===== config.mk =====
export PLATFORM = sky130hd
export DESIGN_NAME = cla_nibble_serial_adder
export DESIGN_NICKNAME = d
export VERILOG_FILES = /design/src/rtl/cla_pkg.sv /design/src/rtl/cla_4bit.sv /design/src/rtl/cla_nibble_serial_adder.sv
export SDC_FILE = /design/constraint.sdc
export NUM_CORES = 1
export LEC_CHECK = 0
export CELL_PAD_IN_SITES_DETAIL_PLACEMENT = 2
export CELL_PAD_IN_SITES_GLOBAL_PLACEMENT = 2
export CORE_MARGIN = 1
export CORE_UTILIZATION = 33
export CTS_CLUSTER_DIAMETER = 80
export DETAILED_ROUTE_END_ITERATION = 8
export DONT_BUFFER_PORTS = 1
export HOLD_SLACK_MARGIN = 0.1
export PLACE_DENSITY = 0.82
export SLEW_MARGIN = 40
export SYNTH_ARGS = -nofsm -noshare
export SYNTH_HDL_FRONTEND = slang
export SYNTH_SLANG_ARGS = --single-unit

===== constraint.sdc =====
create_clock -name clk -period 2.5 [get_ports clk]
set_input_delay 0.5 -clock clk [delete_from_list [all_inputs] [get_ports clk]]
set_output_delay 0.5 -clock clk [all_outputs]
set_load 0.05 [all_outputs]

===== src/rtl/cla_pkg.sv =====
// cla_pkg: shared nibble width, FSM encoding and signed-overflow helper
package cla_pkg;
  localparam int NIBBLE_W = 4;
  typedef enum logic [1:0] {IDLE = 2'd0, RUN = 2'd1, DONE = 2'd2} state_t;
  function automatic logic ovf_of(input logic a_msb, input logic b_msb, input logic s_msb);
    return (a_msb == b_msb) && (s_msb != a_msb);
  endfunction
endpackage


===== src/rtl/cla_4bit.sv =====
// cla_4bit: combinational 4-bit carry-lookahead adder slice
module cla_4bit import cla_pkg::*; (
  input  logic [NIBBLE_W-1:0] a,
  input  logic [NIBBLE_W-1:0] b,
  input  logic                cin,
  output logic [NIBBLE_W-1:0] s,
  output logic                cout
);
  logic [NIBBLE_W-1:0] g, p;
  logic [NIBBLE_W:0] c;
  assign g = a & b;
  assign p = a ^ b;
  assign c[0] = cin;
  assign c[1] = g[0] | (p[0] & cin);
  assign c[2] = g[1] | (p[1] & g[0]) | (p[1] & p[0] & cin);
  assign c[3] = g[2] | (p[2] & g[1]) | (p[2] & p[1] & g[0]) | (p[2] & p[1] & p[0] & cin);
  assign c[4] = g[3] | (p[3] & g[2]) | (p[3] & p[2] & g[1]) | (p[3] & p[2] & p[1] & g[0])
              | (p[3] & p[2] & p[1] & p[0] & cin);
  assign s = p ^ c[NIBBLE_W-1:0];
  assign cout = c[NIBBLE_W];
endmodule


===== src/rtl/cla_nibble_serial_adder.sv =====
// cla_nibble_serial_adder: WIDTH-bit adder reusing one cla_4bit slice, one nibble per cycle
module cla_nibble_serial_adder import cla_pkg::*; #(
  parameter int WIDTH = 16
) (
  input  logic             clk,
  input  logic             rst,
  input  logic             in_valid,
  output logic             in_ready,
  input  logic [WIDTH-1:0] a,
  input  logic [WIDTH-1:0] b,
  input  logic             cin,
  output logic             out_valid,
  input  logic             out_ready,
  output logic [WIDTH-1:0] sum,
  output logic             cout,
  output logic             ovf
);
  localparam int NIBBLES = WIDTH / NIBBLE_W;
  localparam int IW = NIBBLES > 1 ? $clog2(NIBBLES) : 1;
  localparam logic [IW-1:0] LAST = IW'(NIBBLES - 1);
  if (WIDTH % NIBBLE_W != 0 || WIDTH < 8) begin : g_width_chk
    $error("cla_nibble_serial_adder: WIDTH must be a multiple of 4 and >= 8");
  end
  state_t state;
  logic [IW-1:0] idx;
  logic [WIDTH-1:0] a_q, b_q;
  logic carry;
  logic [NIBBLE_W-1:0] ss;
  logic sc;
  cla_4bit u_slice (
    .a    (a_q[{idx, 2'b00} +: NIBBLE_W]),
    .b    (b_q[{idx, 2'b00} +: NIBBLE_W]),
    .cin  (carry),
    .s    (ss),
    .cout (sc)
  );
  assign in_ready = (state == IDLE);
  always_ff @(posedge clk) begin
    if (rst) begin
      state <= IDLE;
      idx <= '0;
      carry <= 1'b0;
      a_q <= '0;
      b_q <= '0;
      sum <= '0;
      cout <= 1'b0;
      ovf <= 1'b0;
      out_valid <= 1'b0;
    end else begin
      unique case (state)
        IDLE: if (in_valid) begin
          a_q <= a;
          b_q <= b;
          carry <= cin;
          idx <= '0;
          sum <= '0;
          state <= RUN;
        end
        RUN: begin
          sum[{idx, 2'b00} +: NIBBLE_W] <= ss;
          carry <= sc;
          idx <= idx == LAST ? '0 : idx + 1'b1;
          if (idx == LAST) begin
            cout <= sc;
            ovf <= ovf_of(a_q[WIDTH-1], b_q[WIDTH-1], ss[NIBBLE_W-1]);
            out_valid <= 1'b1;
            state <= DONE;
          end
        end
        DONE: if (out_ready) begin
          out_valid <= 1'b0;
          state <= IDLE;
        end
        default: state <= IDLE;
      endcase
    end
  end
endmodule


==> results of run 1 <==
## cell usage after synthesis, drive strengths merged, types with 3 or more instances
cell type,number
a21oi,42
ha,9
nand3,3
a22oi,8
nand4,5
nand3b,3
nand2b,4
mux4,8
a21o,6
inv,7
buf,6
a31oi,4
nor2,20
o31ai,3
nand2,77
clkbuf,13
dfxtp,56
## layout make-up
cell class	instances	area, µm²
multi-input combinational	213	1314
sequential	56	1122
fill	826	4516
inverter	7	26.28
timing repair buffer	15	112.6
tap	99	123.9
clock buffer	5	68.82
clock inverter	3	47.55
## critical path, stage by stage, from the launching register on
cell,delay [ps]
dfxtp_1,560
mux4_2,380
ha_1,360
a21o_1,200
a21oi_1,310
xor2_2,180
o31ai_1,260
## how the worst max path moves through the flow
stage | cells after the start | start | slack [ps] | end
floorplan | 7 | idx[0] | 20 | ovf
global placement | 6 | idx[0] | 140 | sum[2]
detailed placement | 8 | idx[0] | 60 | sum[11]
CTS | 8 | idx[0] | 10 | sum[15]
global route | 6 | idx[1] | 10 | sum[6]
finish | 6 | idx[1] | 170 | sum[6]
## layout by cell type, fill, tap and decap left out, types with 2 or more instances in the layout
master    synthesis  layout
ha_1              9       9
nand4_1           5       5
nand2b_1          4       4
a31oi_1           4       4
a21o_1            6       6
clkinv_4          0       2
clkbuf_8          0       5
nand3b_1          3       3
mux4_2            8       8
a31o_2            2       2
inv_1             7       7
a22oi_1           8       8
buf_4             0      15
a21oi_1          42      42
and3_1            2       2
o31ai_1           3       3
dfxtp_1          56      55
a211oi_1          2       2
nand3_1           3       3
nor2_1           20      19
nand2_1          77      77
## sequential cells by signal, summed over array words and instances, names as in the netlist
name	count
state	2
cout	1
ovf	1
sum	16
b_q	16
out_valid	1
carry	1
idx	2
a_q	16
## stage by stage
step           instance area, µm²  power [mW]  utilization  hold WS [ps]  std cells
2_1_floorplan                2539       1.174            -         433.1        295
3_3_place_gp                 2690       1.234       0.3670         438.1        390
3_5_place_dp                 2690       1.251       0.3670         445.6        390
4_1_cts                      2814       1.886       0.3839         220.1        398
5_1_grt                      2815       1.948       0.3840         212.6        398
6_report                     2815       1.862       0.3840         237.3        398
## where the power goes
part	internal (mW)	total (mW)	switching, mW
clock network	0.303	0.632	0.329
logic	0.106	0.256	0.150
registers	0.931	0.974	0.0429
## kinds of logic (layout without fill, tap and decap cells)
| logic type | after synthesis | count (layout) | share of synthesized area |
|---|---|---|---|
| AO/OA/AOI/OAI | 70 | 70 | 0.1628 |
| adder cells (fa/ha/maj) | 10 | 10 | 0.05230 |
| flip-flops | 56 | 56 | 0.4420 |
| AND/OR/NAND/NOR | 123 | 123 | 0.2210 |
| XOR/XNOR | 2 | 2 | 0.006908 |
| multiplexers | 8 | 8 | 0.07104 |
| buffers and inverters | 26 | 30 | 0.04391 |
## layer usage
layer,vias up,GRT usage,wire length (µm)
met5,-,0,0
met3,11,0.04662,399
li1,1021,-,-
met1,1038,0.2207,3031
met2,52,0.3416,3651
met4,0,0.06926,127
## what timing repair did
action | CTS | global route
pin swaps | 0 | 0
endpoints found under the setup margin | 3 | 10
buffers inserted | 0 | 0
resized for setup | 1 | 2
gates cloned | 0 | 0
==> impl_metrics.yaml, run 1 <==
drt:
  drt_iter0_drc: 30
  detail-route-antenna-nets: 0
  wl_um: 7209
  dr.pass1.iters: 4
  vias_per_cell: 5.332
  wl_per_cell_um: 18.11
  dr_total_vias: 2122
  drc_errors: 0
yosys:
  ys_warn_count: 0
  syn_area_um2: 2536
  synthFlopType: "dfxtp_1"
  yosys-top-cells-area: "dfxtp_1 (44%), nand2_1 (11%), a21oi_1 (8.3%)"
  netlist.area_leader.share: 0.4420
  synth_top_area_cell: "dfxtp_1"
  ys_seq_area_frac: 0.4420
  synth_cells: 295
  yosys_register_bits: 56
  avgSynthCellArea_um2: 8.597
  synth_cell_types: 34
  ys_async_sr_fraction: 0
  synth_fp_nets: 342
  synth-edff-count: 0
critical_path:
  cp_max_fo: 8
  r2r_slack_ps: 170
  cp_data_arrival_time_ps: 2580
  r2r_end: "sum[6]"
  cp-end-kind: "flip-flop"
  cp-start-kind: "flip-flop"
  rr_startpoint: "idx[1]"
  crit_required_ps: 2740
  critPathKind: "reg2reg"
  ff2ff_path_depth: 6
clock_tree:
  insertion_delay_ps: 320
  cts.sinks: 56
  cts_buffers: 5
  clk_pin_slew_worst_paths_ps: 110
  cts_root_buf: "clkbuf_8"
  cts_buffer_depth: 2
  cts_hold_buf: 0
  h-tree-depth: 2
  tritoncts: "done"
grt:
  grt_pass1_vias: 2224
  grt_max_degree: 60
  overflow: 0
  antenna_found_initial: 0
  grt_usage: 0.1909
  grt_pass1_wl_um: 11260
placement:
  dp_slack_ps: 55.74
  port_buffers: 0
  place_congestion: 0.7999
  dp_hpwl_um: 5316
sta:
  setup_viol: 0
  fin_crit_ps: 2335
  worst_slack_ps: 165.1
  fin_crit_sh: 0.9340
  max_freq_ghz: 0.4283
  drv_slew: 0
  hold_violations: 0
  worstMarginPinSlew_ps: 640.8
  slew_headroom: 0.5728
  timing.setup.tns_ps: 0
  rsz0062_at_grt: "no"
  skew_ps: 9.459
finish:
  area_delta_synth_final_pct: 11.00
  antenna_cells: 0
  fin_nets: 345
  layout-drive-gt1-share: 0.1304
status:
  outcome: "completed"
floorplan:
  core_area_um2: 7331
  die_h_um: 89.67
  die_x_um: 89.67
  row_count: 31
  initial_utilization: 0.3460
  die-area_um2: 8040
  io-pin-count: 57
power:
  cellPowerDensity_nw_per_um2: 661.5
  p_leak_nw: 1.058
  vdd_drop_max_v: 0.0003138
worst_hold_path:
  hold_path_end: "a_q[7]"
  hold_depth: 1
  hold_path_startpoint: "rst"
  min_path_type: "in2reg"
job:
  maxCapViolCount: 0
Note: power is estimated with default switching activity, not from simulation.
==> inputs of run 2 (changes only) <==
--- a/config.mk
+++ b/config.mk
@@ -7,7 +7,7 @@
 export LEC_CHECK = 0
 export CELL_PAD_IN_SITES_DETAIL_PLACEMENT = 2
 export CELL_PAD_IN_SITES_GLOBAL_PLACEMENT = 2
-export CORE_MARGIN = 1
+export CORE_MARGIN = 5
 export CORE_UTILIZATION = 33
 export CTS_CLUSTER_DIAMETER = 80
 export DETAILED_ROUTE_END_ITERATION = 8
==> impl_metrics.yaml, run 2 (synthesized netlist as in run 1, its figures left out) <==
clock_tree:
  cts.sinks: 56
  clk_pin_slew_worst_paths_ps: 110
  cts_root_buf: "clkbuf_8"
  h-tree-depth: 2
  cts_buffers: 5
  cts_buffer_depth: 2
  tritoncts: "done"
  insertion_delay_ps: 320
grt:
  grt_pass1_vias: 2389
  grt_max_degree: 60
  overflow: 0
  grt_usage: 0.1594
  antenna_found_initial: 0
  grt_pass1_wl_um: 12320
finish:
  fillers: 889
  mostFrequentLayoutCell: "nand2_1"
  area_delta_synth_final_pct: 11.10
  final_cell_mix: "nand2_1 (77), dfxtp_1 (55), a21oi_1 (42), nor2_1 (19), buf_4 (18)"
  layout-drive-gt1-share: 0.1391
  fin_nets: 348
  final_core_util: 0.3704
  largestRegisters: "a_q: 16 flops, b_q: 16 flops, sum: 16 flops"
  antenna_cells: 0
sta:
  slew_headroom: 0.6248
  setup_viol: 0
  rsz0062_at_grt: "no"
  worstMarginPinSlew_ps: 562.1
  hold_violations: 0
  fin_crit_sh: 0.9459
  fin_crit_ps: 2365
  timing.setup.tns_ps: 0
  drv_slew: 0
  skew_ps: 7.067
  max_freq_ghz: 0.4229
critical_path:
  critPathKind: "reg2reg"
  critPathMaxStageDelay_ps: 550
  cpMaxStageDelayCell: "mux4_2"
  cp-end-kind: "flip-flop"
  crit_chain: "mux4_2, ha_1, a21o_1, a21oi_1, xor2_2, o31ai_1"
  cp-start-kind: "flip-flop"
  worst-path-buf-inv: 0
  crit_required_ps: 2730
  cp_data_arrival_time_ps: 2600
  crit_family: "compound AO/OA/AOI/OAI gates"
  cp_max_fo: 8
floorplan:
  initial_utilization: 0.3334
  die_x_um: 97.67
  core_area_um2: 7607
  row_count: 32
  die-area_um2: 9538
  io-pin-count: 57
  die_h_um: 97.67
power:
  p_seq_frac: 0.556
  pwr-share-comb: 0.147
  p_int_mw: 1.241
  p_switching_mw: 0.5120
  sw_frac_of_total: 0.2920
  p_total_mw: 1.753
  vdd_drop_max_v: 0.0002550
  cellPowerDensity_nw_per_um2: 622.2
  p_leak_nw: 1.059
  clkPwrFrac: 0.297
placement:
  dp_hpwl_um: 5642
  place_congestion: 0.7814
  port_buffers: 0
drt:
  drt_iter0_drc: 21
  drc_errors: 0
  detail-route-antenna-nets: 0
  vias_per_cell: 5.200
  wl_um: 7479
  dr.pass1.iters: 4
  wl_per_cell_um: 18.51
  dr_total_vias: 2101
status:
  outcome: "completed"
job:
  maxCapViolCount: 0
worst_hold_path:
  min_path_type: "in2reg"
[run 2: final cells by class]
cell class | instances | area, µm² | area share
multi-input combinational | 213 | 1314 | 0.4663
tap | 102 | 127.6 | 0.04529
sequential | 56 | 1125 | 0.3992
clock buffer | 5 | 68.82 | 0.02442
timing repair buffer | 18 | 135.1 | 0.04796
inverter | 7 | 26.28 | 0.009325
clock inverter | 3 | 21.27 | 0.007549
[run 2: final timing paths]
| check | cells after the start | end | start | slack, ps |
|---|---|---|---|---|
| min | 1 | a_q[7] | rst | 240 |
| min reg2reg | 2 | b_q[12] | b_q[12] | 460 |
| max reg2reg | 6 | sum[2] | idx[0] | 140 |
| max | 6 | sum[2] | idx[0] | 140 |
[run 2: metal layers]
| layer | global-route usage | vias up | wire length, µm |
|---|---|---|---|
| li1 | - | 1024 | - |
| met1 | 0.1935 | 1016 | 3287 |
| met3 | 0.04523 | 7 | 389 |
| met4 | 0.03621 | 0 | 61 |
| met5 | 0 | - | 0 |
| met2 | 0.2789 | 54 | 3740 |
[run 2: metrics by stage]
stage,cell area [µm²],hold slack [ps],std cells,setup slack [ps]
after floorplan,2539,433.1,295,23.04
after global placement,2716,437.3,396,-22.68
after detailed placement,2716,447.0,396,-145.3
after CTS,2808,227.8,404,2.727
after global routing,2818,224.6,404,21.59
final,2818,238.1,404,135.2
[run 2: what timing repair did]
| action | 4_1_cts | 5_1_grt |
|---|---|---|
| hold buffers | 0 | 0 |
| endpoints found under the setup margin | 12 | 8 |
| resized for setup | 1 | 3 |
| endpoints found under the hold margin | 0 | 0 |
| buffers inserted | 0 | 0 |
[run 2: power by group through the flow]
stage | clock (mW) | combinational, mW | sequential (mW)
after global placement | 0 | 0.245 | 0.994
after global routing | 0.568 | 0.286 | 0.981
final | 0.520 | 0.258 | 0.975
after floorplan | 0 | 0.195 | 0.979
after detailed placement | 0 | 0.259 | 0.997
after CTS | 0.537 | 0.261 | 0.977
